**src/rtl/mem_access_ctrl.sv**
```systemverilog
// mem_access_ctrl
//   Initiator side of the data-RAM interface. Turns CPU load/store requests
//   (byte, half, word; signed or unsigned loads) into registered, active-low
//   _RD/_WR strobes on a big-endian, word-wide, level-sensitive RAM.
//   Sub-word stores are done as read-modify-write of the containing word.
//
// Ports
//   CLK, Reset          clock (rising edge), synchronous active-high reset
//   req_valid/req_ready request handshake; req_ready is high only in IDLE
//   req_we, req_size,   store/load, size (00 byte, 01 half, 10 word, 11 illegal),
//   req_signed          load sign extension
//   req_addr, req_wdata byte address, right-justified store data
//   resp_valid          one-cycle completion pulse
//   resp_err, resp_rdata qualified by resp_valid, zero otherwise
//   _RD, _WR            RAM strobes, active low, never low together
//   DAddr, MemWData     word-aligned RAM address and write data
//   MemRData            combinational RAM read data
//   state_dbg           current FSM state (debug visibility)
//
// Handshake: a request transfers on the rising edge where req_valid and
// req_ready are both high; all req_* fields are sampled only on that edge and
// no further request is taken until the response cycle has passed.
module mem_access_ctrl #(
   parameter int ADDR_LIMIT = 60,
   parameter int RD_WAIT    = 1,
   parameter int WR_PULSE   = 1
) (
   input  logic        CLK,
   input  logic        Reset,
   input  logic        req_valid,
   output logic        req_ready,
   input  logic        req_we,
   input  logic [1:0]  req_size,
   input  logic        req_signed,
   input  logic [31:0] req_addr,
   input  logic [31:0] req_wdata,
   output logic        resp_valid,
   output logic        resp_err,
   output logic [31:0] resp_rdata,
   output logic        _RD,
   output logic        _WR,
   output logic [31:0] DAddr,
   output logic [31:0] MemWData,
   input  logic [31:0] MemRData,
   output logic [2:0]  state_dbg
);

   typedef enum logic [2:0] {
      S_IDLE  = 3'd0,
      S_RD    = 3'd1,
      S_SETUP = 3'd2,
      S_WR    = 3'd3,
      S_HOLD  = 3'd4,
      S_RESP  = 3'd5
   } state_t;

   localparam logic [3:0] RD_LAST = 4'(RD_WAIT - 1);
   localparam logic [3:0] WR_LAST = 4'(WR_PULSE - 1);

   state_t      state;
   logic [3:0]  cnt;
   logic        op_we;
   logic [1:0]  op_size;
   logic        op_signed;
   logic [1:0]  op_off;
   logic [31:0] op_wdata;

   assign state_dbg = state;

   // Acceptance checks. The range sum is done in 33 bits so addresses near
   // the top of the 32-bit space cannot wrap into the legal window.
   logic [32:0] word_end;
   logic        acc_err;

   always_comb begin
      word_end = {1'b0, req_addr[31:2], 2'b00} + 33'd4;
      acc_err  = (req_size == 2'b11)
              || (req_size == 2'b01 && req_addr[0])
              || (req_size == 2'b10 && req_addr[1:0] != 2'b00)
              || (word_end > 33'(ADDR_LIMIT));
   end

   // Big-endian lane select: offset 0 is the most significant byte.
   function automatic logic [31:0] load_extract(input logic [31:0] w,
                                                input logic [1:0]  sz,
                                                input logic [1:0]  off,
                                                input logic        sgn);
      logic [7:0]  b;
      logic [15:0] h;
      logic [31:0] r;
      case (off)
         2'd0:    b = w[31:24];
         2'd1:    b = w[23:16];
         2'd2:    b = w[15:8];
         default: b = w[7:0];
      endcase
      h = off[1] ? w[15:0] : w[31:16];
      case (sz)
         2'b00:   r = sgn ? {{24{b[7]}}, b} : {24'h0, b};
         2'b01:   r = sgn ? {{16{h[15]}}, h} : {16'h0, h};
         default: r = w;
      endcase
      return r;
   endfunction

   // Replace only the addressed lane(s) of the captured word.
   function automatic logic [31:0] store_merge(input logic [31:0] w,
                                               input logic [1:0]  sz,
                                               input logic [1:0]  off,
                                               input logic [31:0] d);
      logic [31:0] r;
      r = w;
      if (sz == 2'b00) begin
         case (off)
            2'd0:    r[31:24] = d[7:0];
            2'd1:    r[23:16] = d[7:0];
            2'd2:    r[15:8]  = d[7:0];
            default: r[7:0]   = d[7:0];
         endcase
      end else if (off[1]) begin
         r[15:0] = d[15:0];
      end else begin
         r[31:16] = d[15:0];
      end
      return r;
   endfunction

   always_ff @(posedge CLK) begin
      if (Reset) begin
         state      <= S_IDLE;
         req_ready  <= 1'b1;
         _RD        <= 1'b1;
         _WR        <= 1'b1;
         DAddr      <= 32'h0;
         MemWData   <= 32'h0;
         resp_valid <= 1'b0;
         resp_err   <= 1'b0;
         resp_rdata <= 32'h0;
         cnt        <= 4'h0;
         op_we      <= 1'b0;
         op_size    <= 2'b00;
         op_signed  <= 1'b0;
         op_off     <= 2'b00;
         op_wdata   <= 32'h0;
      end else begin
         case (state)
            S_IDLE: begin
               if (req_valid && req_ready) begin
                  req_ready <= 1'b0;
                  op_we     <= req_we;
                  op_size   <= req_size;
                  op_signed <= req_signed;
                  op_off    <= req_addr[1:0];
                  op_wdata  <= req_wdata;
                  if (acc_err) begin
                     // Rejected: straight to the response, RAM untouched.
                     resp_valid <= 1'b1;
                     resp_err   <= 1'b1;
                     state      <= S_RESP;
                  end else begin
                     DAddr <= {req_addr[31:2], 2'b00};
                     if (req_we && req_size == 2'b10) begin
                        MemWData <= req_wdata;
                        state    <= S_SETUP;
                     end else begin
                        // Loads and sub-word stores both start with a read.
                        _RD   <= 1'b0;
                        cnt   <= RD_LAST;
                        state <= S_RD;
                     end
                  end
               end
            end
            S_RD: begin
               if (cnt == 4'h0) begin
                  _RD <= 1'b1;
                  if (op_we) begin
                     MemWData <= store_merge(MemRData, op_size, op_off, op_wdata);
                     state    <= S_SETUP;
                  end else begin
                     resp_rdata <= load_extract(MemRData, op_size, op_off, op_signed);
                     resp_valid <= 1'b1;
                     state      <= S_RESP;
                  end
               end else begin
                  cnt <= cnt - 4'h1;
               end
            end
            S_SETUP: begin
               _WR   <= 1'b0;
               cnt   <= WR_LAST;
               state <= S_WR;
            end
            S_WR: begin
               if (cnt == 4'h0) begin
                  _WR   <= 1'b1;
                  state <= S_HOLD;
               end else begin
                  cnt <= cnt - 4'h1;
               end
            end
            S_HOLD: begin
               resp_valid <= 1'b1;
               state      <= S_RESP;
            end
            S_RESP: begin
               resp_valid <= 1'b0;
               resp_err   <= 1'b0;
               resp_rdata <= 32'h0;
               req_ready  <= 1'b1;
               state      <= S_IDLE;
            end
            default: begin
               state <= S_IDLE;
            end
         endcase
      end
   end

endmodule

```
**config.mk**
```make
export PLATFORM = sky130hd
export DESIGN_NAME = mem_access_ctrl
export DESIGN_NICKNAME = d
export VERILOG_FILES = /design/src/rtl/mem_access_ctrl.sv
export SDC_FILE = /design/constraint.sdc
export NUM_CORES = 1
export LEC_CHECK = 0
export CELL_PAD_IN_SITES_DETAIL_PLACEMENT = 0
export CELL_PAD_IN_SITES_GLOBAL_PLACEMENT = 1
export CORE_MARGIN = 2
export CORE_UTILIZATION = 34
export DETAILED_ROUTE_END_ITERATION = 8
export HOLD_SLACK_MARGIN = 0.02
export PLACE_DENSITY = 0.9
export SYNTH_ARGS = -nofsm -noshare
export SYNTH_HDL_FRONTEND = slang
export SYNTH_SLANG_ARGS = --single-unit
```
**constraint.sdc**
```tcl
create_clock -name CLK -period 4.17 [get_ports CLK]
set_clock_uncertainty 0.15 [all_clocks]
set_input_delay 1.0425 -clock CLK [delete_from_list [all_inputs] [get_ports CLK]]
set_output_delay 1.0425 -clock CLK [all_outputs]
set_load 0.005 [all_outputs]
```
# Word-level counts from Yosys, hierarchy flattened
# Index checks and enable logic that the tools add are counted.
dict set report totals {
  reg_bits 128
  word_cells 118
  out_inout_bits 104
  inputBits 103
}
dict set report op_classes {
  n_eq_ne 21
  addsub 2
  n_reduce_logical 31
  order_cmp 1
  n_mux 47
  bitwise 1
}
# op count
set op_table {}
lappend op_table {{$mux W32} 10}
lappend op_table {{$pmux W32 S2} 3}
lappend op_table {{$mux W16} 3}
lappend op_table {{$add A32 B3 Y33 const B} 1}
lappend op_table {{$gt A33 B6 Y1 const B} 1}
lappend op_table {{$mux W8} 4}
lappend op_table {{$pmux W8 S3} 1}
lappend op_table {{$ne A2 B2 Y1 const B} 10}
lappend op_table {{$mux W4} 4}
lappend op_table {{$mux W3} 5}
lappend op_table {{$pmux W3 S5} 1}
lappend op_table {{$reduce_and A5 Y1} 3}
lappend op_table {{$pmux W4 S3} 1}
lappend op_table {{$reduce_and A3 Y1} 4}
lappend op_table {{$reduce_bool A2 Y1} 5}
lappend op_table {{$mux W1} 9}
lappend op_table {{$pmux W1 S2} 4}
lappend op_table {{$eq A2 B1 Y1 const B} 3}
lappend op_table {{$eq A2 B2 Y1 const B} 3}
lappend op_table {{$eq A3 B2 Y1 const B} 2}
lappend op_table {{$eq A3 B3 Y1 const B} 2}
lappend op_table {{$reduce_and A2 Y1} 3}
lappend op_table {{$reduce_and A6 Y1} 1}
lappend op_table {{$logic_and A1 B1 Y1} 4}
lappend op_table {{other kinds (13)} 16}

# Logic depth before layout (Yosys ltp)
dict set report depth {
  depth_word 8
  depth_mapped 12
  depth_no_buf 10
}

# Worst setup path before layout
# Ideal clock, no wire load.
dict set report synth_timing {
  kind {input -> register}
  startpoint {in req_addr[18]}
  endpoint {reg MemWData[16]}
  setup_ns 0.122
  n_path_buf 3
  path_slack_ns 0.840
  arrival_ns 3.058
  required_ns 3.898
  path_stages 10
  cell_sequence {and4_4 > and3_1 > buf_2 > a311o_1 > o21ai_0 > nand4b_1 > or4_1 > buf_2 > buf_6 > a311o_1}
}
dict set report synth_via {
  elab_chain_len 5
}
# item line_no
set synth_lines {}
lappend synth_lines {{from (decl)} 35} ;# input logic [31:0] req_addr,
lappend synth_lines {{$add A32 B3 Y33} 76} ;# word_end = {1'b0, req_addr[31:2], 2'b00} + 33'd4;
lappend synth_lines {{$gt A33 B6 Y1} 80} ;# || (word_end > 33'(ADDR_LIMIT));
lappend synth_lines {{$logic_or A1 B1 Y1} 80}
lappend synth_lines {{$ne A2 B2 Y1 (no source line)} --}
lappend synth_lines {{$reduce_and A6 Y1 (no source line)} --}
lappend synth_lines {{to (signal assigned)} 163} ;# MemWData <= req_wdata;
lappend synth_lines {{to (signal assigned)} 178} ;# MemWData <= store_merge(MemRData, op_size, op_off, op_wdata);
lappend synth_lines {{to (decl)} 43} ;# output logic [31:0] MemWData,
# Every way passes these cells.
# A chain may end at the register's enable or synchronous reset.

# Worst setup path in the final report
dict set report layout_timing {
  startpoint {in req_addr[2]}
  endpoint {reg MemWData[7]}
}
# Same word-level chain as after synthesis.

==> flow_summary_export.csv <==
group,metric,value,unit
critical_path,crit_fanout,31,
logic_synthesis,synth_largest_area_cell,"dfxtp_1",
critical_path,path_cells,"clkdlybuf4s50_1 > ha_1 > nand2_1 > o21ai_0 > nor4b_1 > nand4_1 > or4_1 > buf_12 > mux2i_1 > a221o_1",
drt,route.detailed.drc,0,
sta,fin_setup_tns,0,ns
die,coreArea,0.02017,mm²
final_layout,antennaDiodeCount,0,
logic_synthesis,postSynthAreaPerCell,7.739,µm²
drt,drtIter0Drc,508,
logic_synthesis,synthCells,901,
drt,firstDrtPassIters,6,
clock_tree,post_cts_buffers,0,
clock_tree,clock-sinks,128,
critical_path,cp-end-kind,"register",
critical_path,path_class,"in -> reg",
clock_tree,htreeDepth,4,
place,gp_congestion,0.9229,
critical_path,worstPathRequired,4.33,ns
critical_path,rrSetupSlack,1.15,ns
logic_synthesis,synthTopCellsByArea,"dfxtp_1 37%, nand2_1 8.0%, a21oi_1 6.7%, o21ai_0 3.5%, a211oi_1 3.4%",
global_route,antenna_found_initial,1,
logic_synthesis,yosys_register_bits,128,
critical_path,r2r-end,"MemWData[21]$_SDFFE_PP0P_",
drt,vias_per_cell,5.404,
drt,routed_wl,24.36,mm
sta,hold_violations,0,
sta,period_share,89.10,%
sta,finalCriticalPeriod,3.716,ns
final_layout,layout-drive-gt1-share,8.621,%
pwr,power.density,479.0,mW/mm²
hold_path,min_from,"resp_rdata[17]$_SDFFE_PP0P_",
critical_path,reg2reg_depth,6,
final_layout,final_core_util,49.21,%
die,ioPinCount,207,
clock_tree,postCtsHoldBufs,0,
sta,max_freq,269.1,MHz
critical_path,worst_path_largest_cell_delay,0.60,ns
place,hpwl,18.17,mm
final_layout,fin_area,0.009925,mm²
hold_path,hold_end,"resp_rdata[17]$_SDFFE_PP0P_",
die,start_util,34.57,%
clock_tree,cts_root_buffer,"clkbuf_16",
final_layout,layout-area-overhead-vs-synth,42.33,%
pwr,p_total,4754,µW
logic_synthesis,synthArstFlopShare,0,%
sta,holdWs,0.3036,ns
die,die_h,147.2,µm
global_route,grt_pass1_wl,38.56,mm
place,portBuffers,204,
logic_synthesis,yosysSeqAreaShare,36.75,%
place,placed_area,0.009344,mm²
die,rows,52,
clock_tree,insertion_delay,0.42,ns
sta,slew_headroom,35.14,%
global_route,grt_pass1_vias,7136,
clock_tree,cts_resized,0,
clock_tree,cts_tree,"yes",
critical_path,critPathLaunchType,"input pin",
logic_synthesis,synthDistinctLibCells,74,
die,fp.dieW,147.2,µm
outcome,run_status,"finished, final reports clean",
clock_tree,clk_pin_slew,0.06,ns
logic_synthesis,synthFlopType,"dfxtp_1",
job,cap_violations,0,
sta,final-setup-viol-count,0,
logic_synthesis,synth.top_cell.area_share,36.75,%
sta,slew_viol_final,0,
logic_synthesis,synth_edf_count,0,
logic_synthesis,yosysMostFrequentCell,"nand2_1",
sta,tightest_slew,0.9729,ns
global_route,grt_overflow,0,
hold_path,hp-class,"reg -> reg",
pwr,leakagePower,0.003590,µW
clock_tree,numCtsBuffers,17,
pwr,vdd_drop_max,0.3239,mV
logic_synthesis,yosys-top-cells-count,"148 x nand2_1, 128 x dfxtp_1, 93 x a21oi_1",
drt,drt-wirelength-per-cell,17.76,µm
die,die-area,0.02167,mm²
logic_synthesis,synth_area,0.006973,mm²
clock_tree,clockBufferDepth,2,
global_route,grtUsageTotal,22.31,%
hold_path,holdPathStages,2,
final_layout,fin_nets,1196,
critical_path,regToRegStartpoint,"op_size[1]$_SDFFE_PP0P_",
drt,vias,7414,
global_route,grt_max_degree,45,
critical_path,critPathLaunch,"req_addr[2]",
sta,rsz0062_at_grt,"false",
drt,postRouteAntennaNets,0,
logic_synthesis,yosysWarningCount,0,
critical_path,cp_slowest_cell,"or4_1",
critical_path,cp.arrival,3.87,ns
[power breakdown]
group	internal (µW)	switching [µW]
Clock	894	577
Combinational	705	1040
Sequential	1360	169
[metal layers]
metal	share of wire (%)	routed length (µm)	GRT usage, %	vias up
met5	0.053	13	0	-
met4	3.0	728	7.885	2
met3	8.5	2068	6.894	56
met2	45	10980	35.07	299
met1	43	10570	29.00	3424
li1	-	-	-	3633
[registers in the layout (all words and copies together) (netlist names)]
name,flops
resp_rdata,32
MemWData,32
op_we,1
cnt,4
op_off,2
_WR,1
op_size,2
req_ready,1
resp_valid,1
_RD,1
DAddr,30
state_dbg,3
resp_err,1
op_signed,1
op_wdata,16
[layout make-up]
class,instances,area (µm²)
Clock buffer,19,442.9
Clock inverter,12,137.6
Fill cell,1952,10240
Inverter,34,127.6
Multi-Input combinational cell,672,4006
Sequential cell,128,2562
Tap cell,270,337.8
Timing Repair Buffer,237,2310
[cells in the final DEF (no fill, tap or decap), types with 3 or more instances in the layout]
cell,netlist,routed
o21ai_0,49,49
o211ai_1,9,9
a31oi_1,9,9
and3_1,14,14
xor2_1,3,3
a32oi_1,7,7
or2_2,5,5
mux2_2,8,8
nand3_1,16,16
o22a_1,7,7
and4_1,3,3
inv_1,34,34
clkinvlp_4,0,5
nor2b_1,11,11
xnor2_1,7,7
nand4_1,17,17
mux2i_1,22,22
and2_1,26,26
or3_1,3,3
buf_4,2,31
dfxtp_1,128,128
nor3_1,16,15
clkbuf_16,0,17
o31ai_1,4,4
a211oi_1,32,32
nor2_1,59,58
a311o_1,9,9
clkdlybuf4s50_1,0,203
a21oi_1,93,93
a22oi_1,3,3
o221ai_1,8,8
a221oi_1,8,8
clkinv_4,0,3
nand2_1,148,148
ha_1,3,3
a22o_1,9,9
o22ai_1,15,15
[critical path, delay by kind of cell]
family	cells	cell delay [ns]
AO/OA/AOI/OAI	2	0.46
adder cells (fa/ha/maj)	1	0.23
buffers and inverters	2	0.68
multiplexers	1	0.12
AND/OR/NAND/NOR	4	1.32
[worst max-delay path by stage]
stage,to,cells past startpoint,slack [ns]
after floorplan,MemWData[16]$_SDFFE_PP0P_,10,0.84
after global placement,MemWData[7]$_SDFFE_PP0P_,10,0.08
after detailed placement,MemWData[7]$_SDFFE_PP0P_,10,0.03
after CTS,MemWData[7]$_SDFFE_PP0P_,10,0.47
after global routing,MemWData[7]$_SDFFE_PP0P_,10,0.26
final,MemWData[7]$_SDFFE_PP0P_,10,0.45
[through the flow]
stage               setup WS, ns  cells
global route              0.2632   1372
detailed placement       0.02566   1341
floorplan                 0.8403    902
global placement         0.08009   1341
finish                    0.4544   1372
CTS                       0.4747   1372
[cell families (layout without fill, tap and decap cells)]
group	count (synthesis)	count (layout)	synth area share (%)
DFF	128	128	36.75
adders and majority gates	3	3	0.5384
other	1	2	0.05378
muxes	30	30	4.450
AOI/OAI and AO/OA	282	282	26.50
xor gates and xnor gates	10	10	1.256
and+or+nand+nor	345	345	24.44
buffers and inverters	102	302	6.011
Power figures use the tool's default switching activity.
